`src/rtl/mult_job_sequencer.sv`:
```
// Front-end sequencer for a start/ready multiplier.
// Operand pairs are buffered in a small FIFO and issued one at a time. Each job
// gets a single-cycle start pulse. The product is captured into a one-entry
// output slot when the multiplier completes. Results leave in input order.
`timescale 1ns/1ps
module mult_job_sequencer #(
  parameter int N     = 8,
  parameter int DEPTH = 4
) (
  input  logic                   clk,
  input  logic                   rst,
  input  logic                   in_valid,
  output logic                   in_ready,
  input  logic [N-1:0]           in_a,
  input  logic [N-1:0]           in_b,
  output logic                   mul_start,
  output logic [N-1:0]           mul_a,
  output logic [N-1:0]           mul_b,
  input  logic                   mul_ready,
  input  logic [2*N-1:0]         mul_product,
  output logic                   out_valid,
  input  logic                   out_ready,
  output logic [2*N-1:0]         out_product,
  output logic [$clog2(DEPTH):0] fifo_count,
  output logic                   busy
);

  localparam int AW = $clog2(DEPTH);
  localparam int CW = AW + 1;
  localparam logic [CW-1:0] FULL = CW'(DEPTH);

  typedef struct packed {
    logic [N-1:0] a;
    logic [N-1:0] b;
  } job_t;

  typedef enum logic [1:0] {
    IDLE  = 2'd0,
    ISSUE = 2'd1,
    ARM   = 2'd2,
    WAIT  = 2'd3
  } state_t;

  // ---------------------------------------------------------------------------
  // Operand FIFO
  // ---------------------------------------------------------------------------
  job_t          mem [DEPTH];
  logic [AW-1:0] wr_ptr, rd_ptr;
  logic [CW-1:0] count;
  logic          push, pop;

  // Fullness alone decides acceptance. A same-cycle pop does not open a slot.
  assign in_ready   = (count != FULL);
  assign push       = in_valid && in_ready;
  assign fifo_count = count;

  // Pointers wrap naturally because DEPTH is a power of two.
  always_ff @(posedge clk or posedge rst) begin
    if (rst) begin
      wr_ptr <= '0;
      rd_ptr <= '0;
      count  <= '0;
    end else begin
      if (push) wr_ptr <= wr_ptr + 1'b1;
      if (pop)  rd_ptr <= rd_ptr + 1'b1;
      case ({push, pop})
        2'b10:   count <= count + 1'b1;
        2'b01:   count <= count - 1'b1;
        default: count <= count;
      endcase
    end
  end

  // Storage array is data only, so it needs no reset. Stale entries are never
  // read because the count is cleared.
  always_ff @(posedge clk) begin
    if (push) mem[wr_ptr] <= '{a: in_a, b: in_b};
  end

  // ---------------------------------------------------------------------------
  // Job FSM
  // ---------------------------------------------------------------------------
  state_t state, state_nxt;
  logic   capture;
  logic   slot_free;

  // The output slot can take a new result if it is empty now.
  // It can also take one if it is being drained on this same edge.
  assign slot_free = !out_valid || out_ready;

  // State register
  always_ff @(posedge clk or posedge rst) begin
    if (rst) state <= IDLE;
    else     state <= state_nxt;
  end

  // Next-state logic and the pop/capture strobes
  always_comb begin
    state_nxt = state;
    pop       = 1'b0;
    capture   = 1'b0;
    case (state)
      IDLE: begin
        if (count != '0) begin
          pop       = 1'b1;
          state_nxt = ISSUE;
        end
      end
      ISSUE: state_nxt = ARM;
      // After the start pulse, mul_ready may still show the previous job's
      // "done" level. Wait until the multiplier has actually dropped it.
      ARM: begin
        if (!mul_ready) state_nxt = WAIT;
      end
      // Completion is held back while the slot is occupied. The multiplier
      // keeps its product stable meanwhile, because no new start is issued.
      WAIT: begin
        if (mul_ready && slot_free) begin
          capture   = 1'b1;
          state_nxt = IDLE;
        end
      end
      default: state_nxt = IDLE;
    endcase
  end

  // The start pulse is decoded from registered state, so it is glitch-free and exactly one cycle.
  assign mul_start = (state == ISSUE);
  assign busy      = (state != IDLE) || out_valid;

  // Operands are loaded at pop. They are held through the job until the next pop.
  always_ff @(posedge clk or posedge rst) begin
    if (rst) begin
      mul_a <= '0;
      mul_b <= '0;
    end else if (pop) begin
      mul_a <= mem[rd_ptr].a;
      mul_b <= mem[rd_ptr].b;
    end
  end

  // ---------------------------------------------------------------------------
  // Output slot
  // ---------------------------------------------------------------------------
  // Capture takes priority over drain, so a simultaneous drain and capture
  // leaves out_valid set with the new product.
  always_ff @(posedge clk or posedge rst) begin
    if (rst) begin
      out_valid   <= 1'b0;
      out_product <= '0;
    end else if (capture) begin
      out_valid   <= 1'b1;
      out_product <= mul_product;
    end else if (out_valid && out_ready) begin
      out_valid   <= 1'b0;
    end
  end

endmodule

```
`config.mk`:
```
export PLATFORM = sky130hd
export DESIGN_NAME = mult_job_sequencer
export DESIGN_NICKNAME = d
export VERILOG_FILES = /design/src/rtl/mult_job_sequencer.sv
export SDC_FILE = /design/constraint.sdc
export NUM_CORES = 1
export LEC_CHECK = 0
export ABC_AREA = 1
export CAP_MARGIN = 20
export CORE_ASPECT_RATIO = 0.75
export CORE_UTILIZATION = 56
export DETAILED_ROUTE_END_ITERATION = 16
export PLACE_DENSITY_LB_ADDON = 0.12
export SYNTH_ARGS = -nofsm -noshare
export SYNTH_HDL_FRONTEND = slang
export SYNTH_SLANG_ARGS = --single-unit
```
`constraint.sdc`:
```
create_clock -name clk -period 4.24 [get_ports clk]
set_clock_uncertainty 0.1 [all_clocks]
set_input_delay 0.424 -clock clk [delete_from_list [all_inputs] [get_ports clk]]
set_output_delay 0.424 -clock clk [all_outputs]
set_load 0.02 [all_outputs]
```
# --- Yosys cells after proc, flatten, opt, wreduce, memory -nomap -nowiden ---
# Memories as Yosys holds them, arrays and structs flattened. A register that Yosys moved wholly into a read port is not among the register bits.
# Cells that the tools add are included.
totals:
  reg_bits: 26
  memories: 1
  ramBits: 64
  output_inout_bits: 39
  inputBits: 37
mem_list:
  columns: ["memory", "depth", "width", "rd", "rd_clocked_by_memory_dff", "write_ports", "line_no", "text"]
  rows:
  - ["mem", 4, 16, 1, 1, 1, "47", "job_t mem [DEPTH];"]
classes:
  n_reduce_logical: 12
  mux: 13
  eq_ne: 9
  n_addsub: 4
ops:
  columns: ["op", "count"]
  rows:
  - ["two-way mux 1 bit", 8]
  - ["case mux 2 bit (4 select lines)", 1]
  - ["== test 2 bit (second input constant)", 3]
  - ["two-way mux 2 bit", 3]
  - ["!= test 2 bit (second input constant)", 3]
  - ["case mux 3 bit (2 select lines)", 1]
  - ["nonzero test 2 bit", 3]
  - ["adder 2 x 1 -> 2 bit (second input constant)", 2]
  - ["== test 2 x 1 -> 1 bit (second input constant)", 2]
  - ["adder 3 x 1 -> 3 bit (second input constant)", 1]
  - ["logical AND 1 bit", 3]
  - ["!= test 3 bit (second input constant)", 1]
  - ["AND reduction 3 bit", 1]
  - ["nonzero test 3 bit", 1]
  - ["subtractor 3 x 1 -> 3 bit (second input constant)", 1]
  - ["zero test 2 bit", 1]
  - ["logical OR 1 bit", 2]
  - ["zero test 1 bit", 1]

# --- Depth between registers and ports, before layout ---
# Gate-level depths: netlist (run 1).
depth:
  word_depth: 6
  mapped_depth: 11

# --- Worst setup path after synthesis (run 1) ---
# OpenSTA, ideal clock, no wires.
synth_timing:
  path_type: "reg2reg"
  from: "register state[0]"
  to: "register count[2] (netlist: fifo_count[2])"
  slack_ns: 1.955
  setup_ns: 0.079
  path_buffers: 1
  path_stages_with_launch: 12
  required_time_ns: 4.061
  arrival_time_ns: 2.106
  path_cell_list: "dfrtp_1 -> inv_1 -> ha_1 -> nand2_8 -> inv_6 -> buf_6 -> ha_1 -> inv_1 -> fa_1 -> or2_2 -> nand2_1 -> xor2_1"
synth_between:
  elab_chain_len: 4
synth_lines:
  columns: ["element", "line_no", "text"]
  rows:
  - ["start, declared", "83", "state_t state, state_nxt;"]
  - ["start signal, assigned", "94", "else state <= state_nxt;"]
  - ["zero test 2 bit (*)", "102", "case (state)"]
  - ["two-way mux 1 bit (*)", "102", null]
  - ["via pop", "50", "logic push, pop;"]
  - ["== test 2 x 1 -> 1 bit / == test 2 bit (equally long branches)", "66", "case ({push, pop})"]
  - ["case mux 3 bit (2 select lines) / nonzero test 2 bit (equally long branches)", null, null]
  - ["end signal, assigned", "67", "2'b10: count <= count + 1'b1;"]
  - ["end signal, assigned", "68", "2'b01: count <= count - 1'b1;"]
  - ["end signal, assigned", "69", "default: count <= count;"]
  - ["end, declared", "49", "logic [CW-1:0] count;"]
# Mark *: on every way through the listed nets, which the timed path passes. The rest lies on a longest branch.
# A chain may end at the register's enable or synchronous reset.

# --- Worst setup path in the final report (run 1) ---
layout_timing:
  from: "register state[0]"
  to: "register count[2] (netlist: fifo_count[2])"
layout_between:
  elab_chain_len: 4
layout_lines:
  columns: ["element", "line_no"]
  rows:
  - ["zero test 2 bit (*)", "102"]
  - ["two-way mux 1 bit (*)", "102"]
  - ["== test 2 x 1 -> 1 bit / == test 2 bit (equally long branches)", "66"]
  - ["case mux 3 bit (2 select lines) / nonzero test 2 bit (equally long branches)", null]
# Mark *: on every way between the ends. The rest lies on a longest branch, timed or not.

==> metrics.md, run 1 <==
| Metric | Value |
|---|---|
| Filler Cell Count | `558` |
| Setup WS post-layout | `1812 ps` |
| Mapped cell area | `4368 um^2` |
| Pre-CTS setup slack | `1806 ps` |
| CTS tree | `built` |
| Worst setup SP type | `register` |
| Register area share after synthesis | `68.06%` |
| Post-layout util | `72.49%` |
| RSZ-0062 raised after global routing | `no` |
| Initial DRC Count | `115` |
| Fin. Hold Viols | `0` |
| Post-CTS resize count | `0` |
| Hold crit path type | `input port to async pin` |
| Die H | `78.49 um` |
| I/O Buffers | `75` |
| Routed wire length | `8.058 mm` |
| CP Max Fanout | `19` |
| CP Class | `register to register` |
| Pre-Repair DR Iteration Count | `4` |
| Largest net degree at the start of global routing | `43` |
| Hold WS | `388.0 ps` |
| Die W | `104.0 um` |
| Crit-path cells | `inv_1 > ha_1 > nand2_8 > inv_6 > ha_1 > inv_1 > fa_1 > or2_2 > nand2_1 > xor2_1` |
| Relative slew slack | `57.99%` |
| Clk sinks | `106` |
| Layout area overhead | `23.35%` |
| Power Dens Cells | `719.0 nW/um^2` |
| Post-synth top area share | `44.00%` |
| DR vias | `2880` |
| Number of CTS-inserted buffers | `9` |
| Flops & latches, synth | `106` |
| First-pass GRT wire length | `13.54 mm` |
| N_diodes | `0` |
| Dominant cell type by area after synthesis | `edfxtp_1` |
| Post-DP Area | `5177 um^2` |
| Fin crit share | `57.26%` |
| Cell variety after synth | `26` |
| Boundary Pins | `76` |
| Most frequent cells in the layout | `142 x nand2_1, 75 x clkdlybuf4s50_1, 64 x edfxtp_1` |
| Max cap viols | `0` |
| Core area | `7432 um^2` |
| Design Power | `3.874 mW` |
| CTS Buffer Depth | `2` |
| CP max stage delay | `420 ps` |
| Ranking of synthesized cells by area | `edfxtp_1 44%, dfrtp_1 24%, nand2_1 12%` |
| Min cycle time layout | `2428 ps` |
| Share of cells above drive strength 1 | `6.250%` |
| DRC Markers | `0` |
| Commonest non-fill, non-tap cell in the layout | `nand2_1` |
| Detailed Place HPWL | `5.438 mm` |
| Clk slew on worst S/H paths | `90 ps` |
| Average wire per standard cell | `13.87 um` |
| RePlAce Congestion | `0.7721` |
| Cell area after layout | `5388 um^2` |
| Final Slew Violations | `0` |
| Status | `completed` |
| Vias per cell | `4.957` |
| Grt total ovfl | `0` |
| Die Area | `8161 um^2` |
| Synth Area per Inst | `11.00 um^2` |
| Final setup TNS | `0 ps` |
| Initial Util | `58.77%` |
| Arr. time, crit path | `2610 ps` |
| Worst IR Drop VDD | `379.6 uV` |
| Slowest CP cell | `dfrtp_1` |
| Cell Rows | `27` |
| Non-filler cells, final | `581` |
| Setup Buffers After CTS | `0` |
| Worst-margin pin slew | `630.1 ps` |
| R2R cell count | `10` |
| Placed cell count | `564` |
| Vias in the first global route | `2791` |
| Post-DRT Antenna Nets | `0` |
| Htree depth | `3` |
| Later-pin clock latency in the skew report | `350 ps` |
| Worst setup EP type | `register` |
| Pleak | `2.315 nW` |
| Clk Tree Root Cell | `clkbuf_8` |
| Global Route Usage Sum | `21.92%` |
| Post-Synthesis Cells | `397` |
| Syn nets | `445` |
| # nets final | `523` |
| F_max | `411.9 MHz` |
| # setup viols final | `0` |
| Worst path required time | `4430 ps` |
| Initial antenna violation count | `0` |
| Quantity of hold-fixing buffers added after cts | `0` |
| Ys Warns | `0` |
-- power by group --
part           internal [mW]  leakage, nW  switching (mW)
Combinational          0.667         1.11           0.976
Sequential              1.43         1.11           0.195
Clock                  0.292        0.101           0.317
-- registers in the layout, summed over array words and instances, names as in the netlist --
name / cells
mem: 64
out_product: 16
mul_a: 8
mul_b: 8
fifo_count: 3
rd_ptr: 2
state: 2
wr_ptr: 2
out_valid: 1
-- Yosys cell counts (all sizes together) --
library cell / count
a21oi: 2
buf: 14
clkbuf: 1
clkinv: 1
dfrtp: 42
edfxtp: 64
fa: 1
ha: 10
inv: 33
nand2: 145
nand3: 4
nand4: 2
nor2: 22
o21ai: 50
or2: 2
xnor2: 1
xor2: 3
-- worst max-delay path, delay by kind of cell, from the launching register on --
family        cells  cell delay (ps)
buf+inv           3              330
xor+xnor          1              130
fa+ha+maj         3              840
flops             1              420
simple gates      3              530
-- cell families (layout without fill, tap and decap cells) --
group | after synthesis | count (layout) | share of synthesized area, %
flip-flops | 106 | 106 | 68.06
adder cells (fa/ha/maj) | 11 | 11 | 3.323
AO/OA/AOI/OAI | 52 | 52 | 5.958
buffers and inverters | 49 | 132 | 5.700
XOR/XNOR | 4 | 4 | 0.8022
AND/OR/NAND/NOR | 175 | 175 | 16.16
-- final cells by class --
type | count | area (um^2) | area share (%)
flip-flops and latches | 106 | 2973 | 55.18
multi-input cells | 242 | 1146 | 21.27
repair buffers | 82 | 810.8 | 15.05
clock buffers | 12 | 145.1 | 2.694
inverters | 34 | 136.4 | 2.531
well taps | 101 | 126.4 | 2.346
clock inverters | 4 | 50.05 | 0.9289
-- per-layer routing --
| metal | up-vias | wire, um | part of all wire (%) | track usage, % |
|---|---|---|---|---|
| met5 | - | 0 | 0 | 0 |
| met2 | 73 | 4060 | 50 | 36.27 |
| met3 | 2 | 360 | 4.5 | 5.150 |
| li1 | 1439 | - | - | - |
| met1 | 1366 | 3592 | 45 | 28.99 |
| met4 | 0 | 44 | 0.55 | 7.143 |
-- final timing paths --
| path | start | end | slack [ps] |
|---|---|---|---|
| max | state[0] | fifo_count[2] | 1810 |
| min | rst | out_product[14] | 390 |
| max reg2reg | state[0] | fifo_count[2] | 1810 |
| min reg2reg | mul_b[1] | mul_b[1] | 390 |
| max in group asynchronous | rst | out_product[15] | 3290 |
| min in group clk | mul_b[1] | mul_b[1] | 390 |
Power figures use the tool's default switching activity.
==> run 2: changes to the inputs <==
--- a/config.mk
+++ b/config.mk
@@ -8,7 +8,7 @@
 export ABC_AREA = 1
 export CAP_MARGIN = 20
 export CORE_ASPECT_RATIO = 0.75
-export CORE_UTILIZATION = 56
+export CORE_UTILIZATION = 52
 export DETAILED_ROUTE_END_ITERATION = 16
 export PLACE_DENSITY_LB_ADDON = 0.12
 export SYNTH_ARGS = -nofsm -noshare
==> constraint.sdc (replaced) <==
create_clock -name clk -period 2.5 [get_ports clk]
set_clock_uncertainty 0.1 [all_clocks]
set_input_delay 0.25 -clock clk [delete_from_list [all_inputs] [get_ports clk]]
set_output_delay 0.25 -clock clk [all_outputs]
set_load 0.02 [all_outputs]
==> run 2 against run 1 <==
Non-clock buffer count up 3. Cell area is 0.12% lower. Combinational power up 75%. Critical path depth did not move. Register-to-register slack worse by 1600 ps. Wire length rose by 3.1%. Cell count increased by 1.2%. Global-route usage is 1.7 points lower. Power grew 68%. Fmax grew 6.4%. Largest power group unchanged.
==> metrics.md, run 2 (synthesized netlist as in run 1, its figures left out) <==
| Metric | Value |
|---|---|
| Worst path top cell family by delay | `adder cells` |
| Share of cells above drive strength 1 | `6.832% (+0.58 points)` |
| Initial DRC Count | `141 (+23%)` |
| Largest net degree at the start of global routing | `35 (-19%)` |
| Storage cell area | `2973 um^2 (unchanged)` |
| RSZ-0062 raised after global routing | `no` |
| Die Area | `8774 um^2 (+7.5%)` |
| Max cap viols | `0 (unchanged)` |
| Quantity of hold-fixing buffers added after cts | `0 (unchanged)` |
| Most frequent cells in the layout | `142 x nand2_1, 75 x clkdlybuf4s50_1, 64 x edfxtp_1` |
| # nets final | `526 (+0.57%)` |
| Fin. Hold Viols | `0 (unchanged)` |
| Worst-margin pin slew | `571.4 ps (-58.72 ps)` |
| Vias per cell | `4.952 (about the same)` |
| Clk slew on worst S/H paths | `100 ps (about the same)` |
| Clk Tree Root Cell | `clkbuf_8` |
| Initial Util | `54.44% (-4.3 points)` |
| Post-layout util | `67.08% (-5.4 points)` |
| Flip-flop count of the largest register after layout | `64 (unchanged)` |
| # setup viols final | `0 (unchanged)` |
| Average wire per standard cell | `14.13 um (+1.9%)` |
| Worst path required time | `2690 ps (-1740 ps)` |
| Boundary Pins | `76 (unchanged)` |
| Power Dens Cells | `1207 nW/um^2 (+68%)` |
| Pleak | `2.307 nW (-0.38%)` |
| Die W | `107.8 um (+3.7%)` |
| Post-DP Area | `5213 um^2 (+0.68%)` |
| Top reg by flops | `mem` |
| I/O Buffers | `75 (unchanged)` |
| Worst path buffer plus inverter count | `3 (unchanged)` |
| Grt total ovfl | `0 (unchanged)` |
| Pre-Repair DR Iteration Count | `4 (unchanged)` |
| Arr. time, crit path | `2470 ps (-140 ps)` |
| Cell Rows | `28 (+3.7%)` |
| Number of CTS-inserted buffers | `9 (unchanged)` |
| DRC Markers | `0 (unchanged)` |
| CTS Buffer Depth | `2 (unchanged)` |
| Global Route Usage Sum | `20.18% (-1.7 points)` |
| Hold WS | `58.08 ps (-329.9 ps)` |
| CP Max Fanout | `19 (unchanged)` |
| Slowest CP cell | `dfrtp_1` |
| Area of the multi-input gates | `1149 um^2 (+0.22%)` |
| Commonest non-fill, non-tap cell in the layout | `nand2_1` |
| Hold crit path type | `input port to async pin` |
| Layout area overhead | `23.20%` |
| Worst setup EP type | `register` |
| Final setup TNS | `0 ps (unchanged)` |
| Clk sinks | `106 (unchanged)` |
| F_max | `438.3 MHz (+6.4%)` |
| Filler Cell Count | `643 (+15%)` |
| Fin crit share | `91.26% (+34 points)` |
| Crit-path cells | `inv_1 > ha_2 > nand2_8 > inv_6 > ha_1 > inv_1 > fa_1 > or2_2 > nand2_1 > xor2_1` |
| Routed wire length | `8.310 mm (+3.1%)` |
| Status | `completed` |
| Non-filler cells, final | `588 (+1.2%)` |
| Cell area after layout | `5381 um^2 (-0.12%)` |
| Core area | `8023 um^2 (+7.9%)` |
| Post-DRT Antenna Nets | `0 (unchanged)` |
| Worst setup SP type | `register` |
| Worst IR Drop VDD | `686.0 uV (+81%)` |
| Vias in the first global route | `2701 (-3.2%)` |
| Most frequent CP cell | `inv_1` |
| Die H | `81.37 um (+3.7%)` |
| Initial antenna violation count | `0 (unchanged)` |
| CTS tree | `built` |
| Placed cell count | `572 (+1.4%)` |
| N_diodes | `0 (unchanged)` |
| Later-pin clock latency in the skew report | `360 ps (about the same)` |
| RePlAce Congestion | `0.7814 (+1.2%)` |
| Detailed Place HPWL | `5.421 mm (-0.32%)` |
| First-pass GRT wire length | `12.94 mm (-4.4%)` |
| CP Class | `register to register` |
| DR vias | `2912 (+1.1%)` |
| Final Slew Violations | `0 (unchanged)` |
| Htree depth | `3 (unchanged)` |
| Min cycle time layout | `2282 ps (-146.1 ps)` |
| Top flop regs | `mem: 64 flops, out_product: 16 flops` |
| CP max stage delay | `420 ps (about the same)` |
| Relative slew slack | `61.91% (+3.9 points)` |
run 2: through the flow:
stage	setup slack [ps]	total power [mW]
6_report	218.4	6.497
3_5_place_dp	157.7	5.624
3_3_place_gp	235.7	5.559
5_1_grt	74.89	6.952
4_1_cts	143.8	6.560
2_1_floorplan	215.2	4.586
run 2: path summary, 6_finish.rpt:
| path | startpoint | endpoint | slack (ps) | cells past startpoint |
|---|---|---|---|---|
| min in group clk | mul_product[8] | out_product[8] | 320 | 3 |
| setup / recovery | state[0] | fifo_count[2] | 220 | 10 |
| hold / removal | rst | out_product[2] | 60 | 2 |
| max in group asynchronous | rst | out_product[5] | 1680 | 3 |
| hold reg to reg | mul_a[7] | mul_a[7] | 390 | 2 |
| setup reg to reg | state[0] | fifo_count[2] | 220 | 10 |
run 2: what timing repair did:
action | 4_1_cts | 5_1_grt
hold endpoints to repair | 0 | 0
setup endpoints to repair | 0 | 1
setup buffers | 0 | 0
gates resized for setup | 0 | 1
run 2: layer usage:
metal | vias up | share of wire (%) | global-route usage, % | routed length, um
li1 | 1447 | - | - | -
met2 | 42 | 49 | 33.65 | 4046
met4 | 0 | 1.2 | 6.438 | 98
met5 | - | 0 | 0 | 0
met3 | 9 | 3.3 | 5.618 | 277
met1 | 1414 | 47 | 25.85 | 3887
run 2: where the power goes:
| part | total [mW] | internal [mW] | switching (mW) |
|---|---|---|---|
| clock | 0.917 | 0.363 | 0.554 |
| sequential | 2.71 | 2.42 | 0.293 |
| combinational | 2.87 | 1.15 | 1.72 |
run 2: layout make-up:
type                       count  area share, %
multi-input combinational    242          21.34
sequential                   106          55.24
clock inverter                 6         0.7208
clock buffer                  10          2.372
timing repair buffer          85          15.35
inverter                      34          2.534
tap                          105          2.441
